**src/rtl/memory_access_stage_if.sv**
```systemverilog
// Data-memory request/acknowledge port of the OTTER memory stage.
// The stage drives the request fields, the memory returns read data and ack.
interface memory_access_stage_if;
    logic        DMEM_REQ;
    logic        DMEM_WE;
    logic [31:0] DMEM_ADDR;
    logic [31:0] DMEM_WDATA;
    logic [3:0]  DMEM_BE;
    logic [31:0] DMEM_RDATA;
    logic        DMEM_ACK;

    modport master (
        output DMEM_REQ,
        output DMEM_WE,
        output DMEM_ADDR,
        output DMEM_WDATA,
        output DMEM_BE,
        input  DMEM_RDATA,
        input  DMEM_ACK
    );

    modport slave (
        input  DMEM_REQ,
        input  DMEM_WE,
        input  DMEM_ADDR,
        input  DMEM_WDATA,
        input  DMEM_BE,
        output DMEM_RDATA,
        output DMEM_ACK
    );
endinterface

```
**src/rtl/memory_access_stage.sv**
```systemverilog
// OTTER memory stage: req/ack data-memory access, load/store lane
// formatting, upstream stall and the MEM/WB pipeline register.
module memory_access_stage #(
    parameter int TIMEOUT_CYCLES = 16
) (
    input  logic        MEMORY_CLOCK,
    input  logic        MEMORY_RESET_N,
    input  logic [31:0] EXEC_PC_4,
    input  logic [31:0] EXEC_ALU_RESULT,
    input  logic [31:0] EXEC_RS2,
    input  logic [2:0]  EXEC_FUNCT3,
    input  logic [1:0]  EXEC_RF_WR_SEL,
    input  logic        EXEC_REGWRITE,
    input  logic        EXEC_MEMWRITE,
    input  logic        EXEC_MEMREAD2,
    input  logic [4:0]  EX_MS_RD,
    memory_access_stage_if.master dmem,
    output logic        MEM_STALL,
    output logic        MEM_ERR,
    output logic [31:0] FORWARD_MEM,
    output logic [31:0] MS_WB_PC_4,
    output logic [31:0] MS_WB_ALU_RESULT,
    output logic [31:0] MS_WB_LOAD_DATA,
    output logic [1:0]  MS_WB_RF_WR_SEL,
    output logic        MS_WB_REGWRITE,
    output logic [4:0]  MS_WB_RD
);

    localparam int CW = (TIMEOUT_CYCLES > 2) ?
                        $clog2(TIMEOUT_CYCLES) : 1;
    localparam logic [CW-1:0] CNT_LAST = CW'(TIMEOUT_CYCLES - 1);

    typedef enum logic {IDLE, ACCESS} state_t;

    state_t        state_q, state_d;
    logic [CW-1:0] cnt_q;

    logic        mem_op, is_wr, bad_f3, misal, illegal;
    logic [1:0]  ofs, size;
    logic        issue, done, abort, timeout;
    logic [3:0]  be_fmt;
    logic [31:0] wdata_fmt, lane, ld_fmt;

    assign FORWARD_MEM = EXEC_ALU_RESULT;
    assign mem_op  = EXEC_MEMREAD2 | EXEC_MEMWRITE;
    assign is_wr   = EXEC_MEMWRITE;
    assign ofs     = EXEC_ALU_RESULT[1:0];
    assign size    = EXEC_FUNCT3[1:0];
    assign bad_f3  = (EXEC_FUNCT3 == 3'b011) |
                     (EXEC_FUNCT3 == 3'b110) |
                     (EXEC_FUNCT3 == 3'b111);
    assign misal   = ((size == 2'b01) & ofs[0]) |
                     ((size == 2'b10) & (ofs != 2'b00));
    assign illegal = bad_f3 | misal;
    assign timeout = (cnt_q == CNT_LAST);

    always_comb begin
        be_fmt    = 4'b1111;
        wdata_fmt = EXEC_RS2;
        if (is_wr) begin
            unique case (1'b1)
                (size == 2'b00): begin
                    be_fmt    = 4'b0001 << ofs;
                    wdata_fmt = {4{EXEC_RS2[7:0]}};
                end
                (size == 2'b01): begin
                    be_fmt    = 4'b0011 << ofs;
                    wdata_fmt = {2{EXEC_RS2[15:0]}};
                end
                default: begin
                    be_fmt    = 4'b1111;
                    wdata_fmt = EXEC_RS2;
                end
            endcase
        end
    end

    // Shift the addressed byte/half down to lane 0 before extending.
    assign lane = dmem.DMEM_RDATA >> {ofs, 3'b000};

    always_comb begin
        ld_fmt = lane;
        unique case (1'b1)
            (EXEC_FUNCT3 == 3'b000):
                ld_fmt = {{24{lane[7]}}, lane[7:0]};
            (EXEC_FUNCT3 == 3'b001):
                ld_fmt = {{16{lane[15]}}, lane[15:0]};
            (EXEC_FUNCT3 == 3'b100):
                ld_fmt = {24'h0, lane[7:0]};
            (EXEC_FUNCT3 == 3'b101):
                ld_fmt = {16'h0, lane[15:0]};
            default:
                ld_fmt = lane;
        endcase
    end

    always_comb begin
        state_d   = state_q;
        MEM_STALL = 1'b0;
        issue     = 1'b0;
        done      = 1'b0;
        abort     = 1'b0;
        unique case (state_q)
            IDLE: begin
                if (mem_op && !illegal) begin
                    MEM_STALL = 1'b1;
                    issue     = 1'b1;
                    state_d   = ACCESS;
                end
            end
            ACCESS: begin
                if (dmem.DMEM_ACK) begin
                    done    = 1'b1;
                    state_d = IDLE;
                end else if (timeout) begin
                    // Aborted access leaves as a bubble this cycle.
                    abort   = 1'b1;
                    state_d = IDLE;
                end else begin
                    MEM_STALL = 1'b1;
                end
            end
            default: state_d = IDLE;
        endcase
    end

    always_ff @(posedge MEMORY_CLOCK or negedge MEMORY_RESET_N) begin
        if (!MEMORY_RESET_N) begin
            state_q <= IDLE;
            cnt_q   <= '0;
        end else begin
            state_q <= state_d;
            if (state_q == ACCESS && !done && !abort)
                cnt_q <= cnt_q + 1'b1;
            else
                cnt_q <= '0;
        end
    end

    always_ff @(posedge MEMORY_CLOCK or negedge MEMORY_RESET_N) begin
        if (!MEMORY_RESET_N) begin
            dmem.DMEM_REQ    <= 1'b0;
            dmem.DMEM_WE     <= 1'b0;
            dmem.DMEM_ADDR   <= '0;
            dmem.DMEM_WDATA  <= '0;
            dmem.DMEM_BE     <= '0;
            MEM_ERR          <= 1'b0;
            MS_WB_PC_4       <= '0;
            MS_WB_ALU_RESULT <= '0;
            MS_WB_LOAD_DATA  <= '0;
            MS_WB_RF_WR_SEL  <= '0;
            MS_WB_REGWRITE   <= 1'b0;
            MS_WB_RD         <= '0;
        end else begin
            MEM_ERR <= 1'b0;
            if (issue) begin
                dmem.DMEM_REQ   <= 1'b1;
                dmem.DMEM_WE    <= is_wr;
                dmem.DMEM_ADDR  <= {EXEC_ALU_RESULT[31:2], 2'b00};
                dmem.DMEM_WDATA <= wdata_fmt;
                dmem.DMEM_BE    <= be_fmt;
                MS_WB_REGWRITE  <= 1'b0;
            end else if (done) begin
                dmem.DMEM_REQ    <= 1'b0;
                MS_WB_PC_4       <= EXEC_PC_4;
                MS_WB_ALU_RESULT <= EXEC_ALU_RESULT;
                MS_WB_LOAD_DATA  <= is_wr ? 32'h0 : ld_fmt;
                MS_WB_RF_WR_SEL  <= EXEC_RF_WR_SEL;
                MS_WB_REGWRITE   <= EXEC_REGWRITE;
                MS_WB_RD         <= EX_MS_RD;
            end else if (abort) begin
                dmem.DMEM_REQ  <= 1'b0;
                MEM_ERR        <= 1'b1;
                MS_WB_REGWRITE <= 1'b0;
            end else if (state_q == ACCESS) begin
                MS_WB_REGWRITE <= 1'b0;
            end else begin
                // Non-memory op, or an illegal access squashed to a bubble.
                MS_WB_PC_4       <= EXEC_PC_4;
                MS_WB_ALU_RESULT <= EXEC_ALU_RESULT;
                MS_WB_LOAD_DATA  <= '0;
                MS_WB_RF_WR_SEL  <= EXEC_RF_WR_SEL;
                MS_WB_REGWRITE   <= EXEC_REGWRITE & ~(mem_op & illegal);
                MS_WB_RD         <= EX_MS_RD;
                MEM_ERR          <= mem_op & illegal;
            end
        end
    end

endmodule
```
**src/flat_wrapper.sv**
```systemverilog
// flat-port wrapper written by rule: the top's interface ports become plain ports
module memory_access_stage_flat 
#(
    parameter int TIMEOUT_CYCLES = 16
)
  (MEMORY_CLOCK, MEMORY_RESET_N, EXEC_PC_4, EXEC_ALU_RESULT, EXEC_RS2, EXEC_FUNCT3, EXEC_RF_WR_SEL, EXEC_REGWRITE, EXEC_MEMWRITE, EXEC_MEMREAD2, EX_MS_RD, MEM_STALL, MEM_ERR, FORWARD_MEM, MS_WB_PC_4, MS_WB_ALU_RESULT, MS_WB_LOAD_DATA, MS_WB_RF_WR_SEL, MS_WB_REGWRITE, MS_WB_RD, dmem_DMEM_REQ, dmem_DMEM_WE, dmem_DMEM_ADDR, dmem_DMEM_WDATA, dmem_DMEM_BE, dmem_DMEM_RDATA, dmem_DMEM_ACK);
  memory_access_stage_if dmem_i ();
  input  logic MEMORY_CLOCK;
  input  logic MEMORY_RESET_N;
  input  logic [31:0] EXEC_PC_4;
  input  logic [31:0] EXEC_ALU_RESULT;
  input  logic [31:0] EXEC_RS2;
  input  logic [2:0] EXEC_FUNCT3;
  input  logic [1:0] EXEC_RF_WR_SEL;
  input  logic EXEC_REGWRITE;
  input  logic EXEC_MEMWRITE;
  input  logic EXEC_MEMREAD2;
  input  logic [4:0] EX_MS_RD;
  output logic MEM_STALL;
  output logic MEM_ERR;
  output logic [31:0] FORWARD_MEM;
  output logic [31:0] MS_WB_PC_4;
  output logic [31:0] MS_WB_ALU_RESULT;
  output logic [31:0] MS_WB_LOAD_DATA;
  output logic [1:0] MS_WB_RF_WR_SEL;
  output logic MS_WB_REGWRITE;
  output logic [4:0] MS_WB_RD;
  output wire logic [$bits(dmem_i.DMEM_REQ)-1:0] dmem_DMEM_REQ;
  output wire logic [$bits(dmem_i.DMEM_WE)-1:0] dmem_DMEM_WE;
  output wire logic [$bits(dmem_i.DMEM_ADDR)-1:0] dmem_DMEM_ADDR;
  output wire logic [$bits(dmem_i.DMEM_WDATA)-1:0] dmem_DMEM_WDATA;
  output wire logic [$bits(dmem_i.DMEM_BE)-1:0] dmem_DMEM_BE;
  input wire logic [$bits(dmem_i.DMEM_RDATA)-1:0] dmem_DMEM_RDATA;
  input wire logic [$bits(dmem_i.DMEM_ACK)-1:0] dmem_DMEM_ACK;
  assign dmem_DMEM_REQ = dmem_i.DMEM_REQ;
  assign dmem_DMEM_WE = dmem_i.DMEM_WE;
  assign dmem_DMEM_ADDR = dmem_i.DMEM_ADDR;
  assign dmem_DMEM_WDATA = dmem_i.DMEM_WDATA;
  assign dmem_DMEM_BE = dmem_i.DMEM_BE;
  assign dmem_i.DMEM_RDATA = dmem_DMEM_RDATA;
  assign dmem_i.DMEM_ACK = dmem_DMEM_ACK;
  memory_access_stage #(.TIMEOUT_CYCLES(TIMEOUT_CYCLES)) u_core (.MEMORY_CLOCK(MEMORY_CLOCK), .MEMORY_RESET_N(MEMORY_RESET_N), .EXEC_PC_4(EXEC_PC_4), .EXEC_ALU_RESULT(EXEC_ALU_RESULT), .EXEC_RS2(EXEC_RS2), .EXEC_FUNCT3(EXEC_FUNCT3), .EXEC_RF_WR_SEL(EXEC_RF_WR_SEL), .EXEC_REGWRITE(EXEC_REGWRITE), .EXEC_MEMWRITE(EXEC_MEMWRITE), .EXEC_MEMREAD2(EXEC_MEMREAD2), .EX_MS_RD(EX_MS_RD), .dmem(dmem_i), .MEM_STALL(MEM_STALL), .MEM_ERR(MEM_ERR), .FORWARD_MEM(FORWARD_MEM), .MS_WB_PC_4(MS_WB_PC_4), .MS_WB_ALU_RESULT(MS_WB_ALU_RESULT), .MS_WB_LOAD_DATA(MS_WB_LOAD_DATA), .MS_WB_RF_WR_SEL(MS_WB_RF_WR_SEL), .MS_WB_REGWRITE(MS_WB_REGWRITE), .MS_WB_RD(MS_WB_RD));
endmodule
```
**config.mk**
```make
export PLATFORM = sky130hd
export DESIGN_NAME = memory_access_stage_flat
export DESIGN_NICKNAME = d
export VERILOG_FILES = /design/src/rtl/memory_access_stage_if.sv /design/src/rtl/memory_access_stage.sv /design/src/flat_wrapper.sv
export SDC_FILE = /design/constraint.sdc
export NUM_CORES = 1
export LEC_CHECK = 0
export CORE_MARGIN = 2
export CORE_UTILIZATION = 45
export DETAILED_ROUTE_END_ITERATION = 6
export GPL_ROUTABILITY_DRIVEN = 0
export GPL_TIMING_DRIVEN = 1
export PLACE_DENSITY = 0.95
export SYNTH_ARGS = -nofsm -noshare
export SYNTH_HDL_FRONTEND = slang
export SYNTH_SLANG_ARGS = --single-unit
```
**constraint.sdc**
```tcl
create_clock -name MEMORY_CLOCK -period 3.9 [get_ports MEMORY_CLOCK]
set_input_delay 1.17 -clock MEMORY_CLOCK [delete_from_list [all_inputs] [get_ports MEMORY_CLOCK]]
set_output_delay 1.17 -clock MEMORY_CLOCK [all_outputs]
set_load 0.05 [all_outputs]
```
Yosys cells after proc, flatten, opt, wreduce, memory -nomap -nowiden

Index checks and enable logic that the tools add are counted.

Flip-flop bits (word level): 178
Input bits: 144
Output and inout bits: 208
Logic and storage cells: 95

$add $sub $neg: 1
Equality and inequality tests: 11
Shifts and indexed selects: 3
Mux-type cells: 43
Bitwise gates (word level): 12
Reduce and logical (&&, ||, !) cells: 11

Operator list:

| kind                                                                  | number |
|---|---|
| 32-bit 2-to-1 mux                                                     | 11 |
| 32-bit case mux with 4 select lines                                   | 1 |
| 32-bit case mux with 2 select lines                                   | 1 |
| 32-bit by 5-bit >> shifter with 32-bit output                         | 1 |
| 1-bit 2-to-1 mux                                                      | 20 |
| 5-bit 2-to-1 mux                                                      | 3 |
| 3-bit equality test, second input constant                            | 4 |
| 4-bit 2-to-1 mux                                                      | 2 |
| 4-bit case mux with 2 select lines                                    | 1 |
| 2-bit 2-to-1 mux                                                      | 3 |
| 1-bit bitwise OR                                                      | 5 |
| 4-bit by 1-bit adder with 4-bit output, second input constant         | 1 |
| 1-bit AND                                                             | 4 |
| 4-bit equality test, second input constant                            | 1 |
| 1-bit by 2-bit left shift with 4-bit output, first input constant     | 1 |
| 2-bit by 2-bit left shift with 4-bit output, first input constant     | 1 |
| 3-bit by 1-bit equality test with 1-bit output, second input constant | 1 |
| 3-bit by 2-bit equality test with 1-bit output, second input constant | 1 |
| 1-bit logical AND                                                     | 3 |
| 1-bit logical NOT                                                     | 3 |
| 3-bit logical NOT                                                     | 1 |
| 1-bit inverter                                                        | 3 |
| 3-bit AND reduction                                                   | 1 |
| 3-bit nonzero test                                                    | 1 |
| 7 further kinds                                                       | 7 |

Depth between registers and ports, before layout

Depth after elaboration: 11
Gate-level depth with buffers: 7
Mapped depth without buffers: 4

Worst setup path after synthesis

Ideal clock, no wire load.

Path kind: input port to output port
Start point: input port EXEC_ALU_RESULT[0]
End point: output port MEM_STALL
Data arrival time: 2,502 ps
Data required time: 2,730 ps
Path slack: 228 ps
Stages on the path: 6
Path buffers: 3
Path through: buf_2 nor4_4 o21bai_4 buf_2 clkbuf_1 nand2_1

Cells in the longest elaborated chain, start to end: 8
Elaborated cells on any way between the ends: 9
Classes of those cells: mux: 2; bitwise: 4; reduce/logical: 3

Ends and longest elaborated chain:

| element                              | line                       | RTL |
|---|---|---|
| from (decl)                          | flat_wrapper.sv:11         | `input logic [31:0] EXEC_ALU_RESULT;` |
| 2-bit nonzero test                   | memory_access_stage.sv:53  | `((size == 2'b10) & (ofs != 2'b00));` |
| 1-bit AND                            | memory_access_stage.sv:53  |  |
| 1-bit bitwise OR *                   | memory_access_stage.sv:52  | `assign misal = ((size == 2'b01) & ofs[0]) \|` |
| 1-bit bitwise OR *                   | memory_access_stage.sv:54  | `assign illegal = bad_f3 \| misal;` |
| 1-bit logical NOT *                  | memory_access_stage.sv:105 | `if (mem_op && !illegal) begin` |
| 1-bit logical AND *                  | memory_access_stage.sv:105 |  |
| 1-bit 2-to-1 mux *                   | memory_access_stage.sv:105 |  |
| 1-bit case mux with 2 select lines * | memory_access_stage.sv:103 | `unique case (state_q)` |
| to (decl)                            | flat_wrapper.sv:19         | `output logic MEM_STALL;` |

Every way passes the cells marked *; elsewhere a longest branch is shown, timed or not.

Final worst setup path

Start point: input port dmem_DMEM_ACK
End point: output port MEM_STALL

Cells in the longest elaborated chain, start to end: 2

Ends and longest elaborated chain:

| element                            | line                       | RTL |
|---|---|---|
| from (decl)                        | flat_wrapper.sv:34         | `input wire logic [$bits(dmem_i.DMEM_ACK)-1:0] dmem_DMEM_ACK;` |
| 1-bit 2-to-1 mux                   | memory_access_stage.sv:112 | `if (dmem.DMEM_ACK) begin` |
| 1-bit case mux with 2 select lines | memory_access_stage.sv:103 |  |

No other way between the ends.

==> results by group <==
Power and ir drop
  – VDD IR max: 0.371 mV
  – Leakage: 5.14 nW
  – Power Total: 7.02 mW
  – Pwr/cell area: 590 nW/um^2

Timing
  – Final critical-path required period: 3670 ps
  – PnR worst setup slack: 230 ps
  – Setup TNS: 0 ps
  – Fmax: 272 MHz
  – Max-slew headroom: 0.332
  – Worst slew pin tran: 1000 ps
  – Worst Skew: 14.8 ps
  – Fin. Hold Viols: 0
  – Setup Viol. Count Final: 0
  – Max-slew violations: 0
  – RSZ-0062 raised after global routing: no
  – Period utilization: 0.941
  – Final hold slack: 481 ps

Synthesis
  – Distinct cells, synth: 50
  – Top cell type's share of synthesized area: 0.567
  – Top cells by count, synth: 178 x dfrtp_1, 105 x mux2_2, 44 x mux2i_1
  – Synthesized cell area: 7860 sq um
  – Most numerous cell in the Yosys netlist: dfrtp_1
  – Async SR Flop Fraction: 1.00
  – Synth Warn #: 0
  – Main synth FF type: dfrtp_1
  – Number of flops mapped to enable cells by yosys: 0
  – Post-Syn Instances: 608
  – Synth area leaders: dfrtp_1 57%, mux2_2 15%, mux2i_1 5.6%, buf_4 3.9%, o21ai_0 2.1%
  – Post-synthesis register bit count: 178
  – Mean Syn Cell Area: 12.9 sq um
  – Yosys top cell by area: dfrtp_1
  – Sequential cell area fraction in the yosys report: 0.567

Cells and area
  – Antenna cells: 0
  – Area added between synthesis and finish: 51.5%
  – Layout cells sized above 1: 0.221
  – Final Util: 0.693
  – Fin cells: 1160
  – Final nets: 1067
  – Final Cell Area: 11900 sq um

Clock network
  – Num CTS Buffers: 17
  – # resized after CTS: 0
  – Clk buf depth: 2
  – Post-CTS setup buffers: 0
  – Clk Latency, worst-skew pair: 430 ps
  – Clk sink count: 178
  – Hold Buf Count CTS: 0
  – Root buf cell: clkbuf_16
  – Clock transition at path regs: 70 ps
  – CTS tree: built
  – CTS H-Tree Depth: 4

Outcome
  – Outcome: completed

Placed design
  – Post-DP Area: 11300 sq um
  – Count of input and output buffers: 349
  – Placed cell count: 1128
  – Place WS: 245 ps
  – HPWL after DPL: 16500 um

Die
  – Die Wd: 136 um
  – Site Rows: 48
  – Die ar.: 18500 sq um
  – Die Span Y: 136 um
  – Num ports: 352
  – Starting density of the core: 0.457
  – Core area: 17200 sq um

Detailed routing
  – Post-DRT Antenna Nets: 0
  – Vias: 6023
  – DRC Markers: 0
  – Starting DRT DRC Count: 236
  – DR vias/cell: 5.19
  – Initial DRT Pass Iterations: 4
  – Wire per inst: 19.1 um
  – Routed WL: 22200 um

Flow run
  – MaxCap Viol Count: 0

Worst setup path
  – Crit path max fanout: 5
  – Reg2Reg Setup Slack: 1660 ps
  – Reg2Reg Depth: 4
  – Crit path DAT: 2500 ps
  – Setup CP Type: input port to output pin
  – Critical Path Source Type: input port
  – Kind of end point of the critical path: output pin
  – Crit path required time: 2730 ps

Worst hold path
  – Hold path depth: 2
  – Hold Crit Class: flip-flop to flip-flop

GRT
  – Initial antenna violation count: 0
  – First-pass GRT wire length: 34100 um
  – Global Route Usage Sum: 0.237
  – Largest net degree at the start of global routing: 96
  – GRT overflow: 0
  – Vias in the first global route: 6407
[critical path, stage by stage]
cell,delay [ps]
clkdlybuf4s50_1,520
nand2b_1,220
nand2b_1,220
nand2_1,170
buf_12,190
[cells by family after synthesis]
group	share of synthesized area
and+or+nand+nor	0.0616
AOI/OAI and AO/OA	0.0844
adders and majority gates	0.00159
muxes	0.221
other	0.000477
DFF	0.567
buffers and inverters	0.0608
xor gates and xnor gates	0.00334
[power by group]
group	internal (mW)	leakage, nW	switching, mW
clock network	1.01	0.296	0.737
logic	1.04	2.67	1.85
registers	2.19	2.18	0.192
[placed cells by master, fill, tap and decap left out, drive strengths merged, types with 2 or more instances in the layout]
cell type      count
buf               51
o21bai             2
clkbuf            20
nand3b             8
mux2i             44
inv                8
a221o              8
clkinv             5
clkdlybuf4s50    314
nor2b              3
clkinvlp           2
mux2             113
a211o              8
o31ai              2
nand3              3
o21ai             34
a21oi             19
conb               2
nor2              27
nor4               2
bufinv             2
o2bb2ai            9
dfrtp            178
xor2               2
a32o               7
nand2             44
nand2b             4
[path summary, 6_finish.rpt]
kind,startpoint,to
min reg2reg,u_core.dmem.DMEM_BE[0]$_DFFE_PN0P_,u_core.dmem.DMEM_BE[0]$_DFFE_PN0P_
max,dmem_DMEM_ACK,MEM_STALL
max in group asynchronous,MEMORY_RESET_N,u_core.dmem.DMEM_ADDR[22]$_DFFE_PN0P_
max reg2reg,u_core.state_q$_DFF_PN0_,u_core.dmem.DMEM_ADDR[22]$_DFFE_PN0P_
min,u_core.dmem.DMEM_BE[0]$_DFFE_PN0P_,u_core.dmem.DMEM_BE[0]$_DFFE_PN0P_
min in group asynchronous,MEMORY_RESET_N,u_core.dmem.DMEM_WDATA[14]$_DFFE_PN0P_
[cell type report]
| type | count | area, sq um |
|---|---|---|
| Clock buffer | 20 | 467 |
| Clock inverter | 12 | 144 |
| Fill cell | 1223 | 5280 |
| Inverter | 5 | 18.8 |
| Multi-Input combinational cell | 355 | 2930 |
| Sequential cell | 178 | 4450 |
| Tap cell | 225 | 282 |
| Timing Repair Buffer | 365 | 3600 |
[state kept, by name (all words and copies together) (netlist names), 2 cells and up]
register	count
u_core.MS_WB_ALU_RESULT	32
u_core.MS_WB_LOAD_DATA	32
u_core.MS_WB_PC_4	32
u_core.MS_WB_RD	5
u_core.MS_WB_RF_WR_SEL	2
u_core.cnt_q	4
u_core.dmem.DMEM_ADDR	30
u_core.dmem.DMEM_BE	4
u_core.dmem.DMEM_WDATA	32
[per-layer routing]
layer | wire (um) | track usage | vias up
li1 | - | - | 2754
met3 | 1820 | 0.0723 | 26
met5 | 0 | 0 | -
met4 | 417 | 0.0851 | 0
met1 | 8530 | 0.281 | 2969
met2 | 11400 | 0.408 | 274
Power figures use the tool's default switching activity.
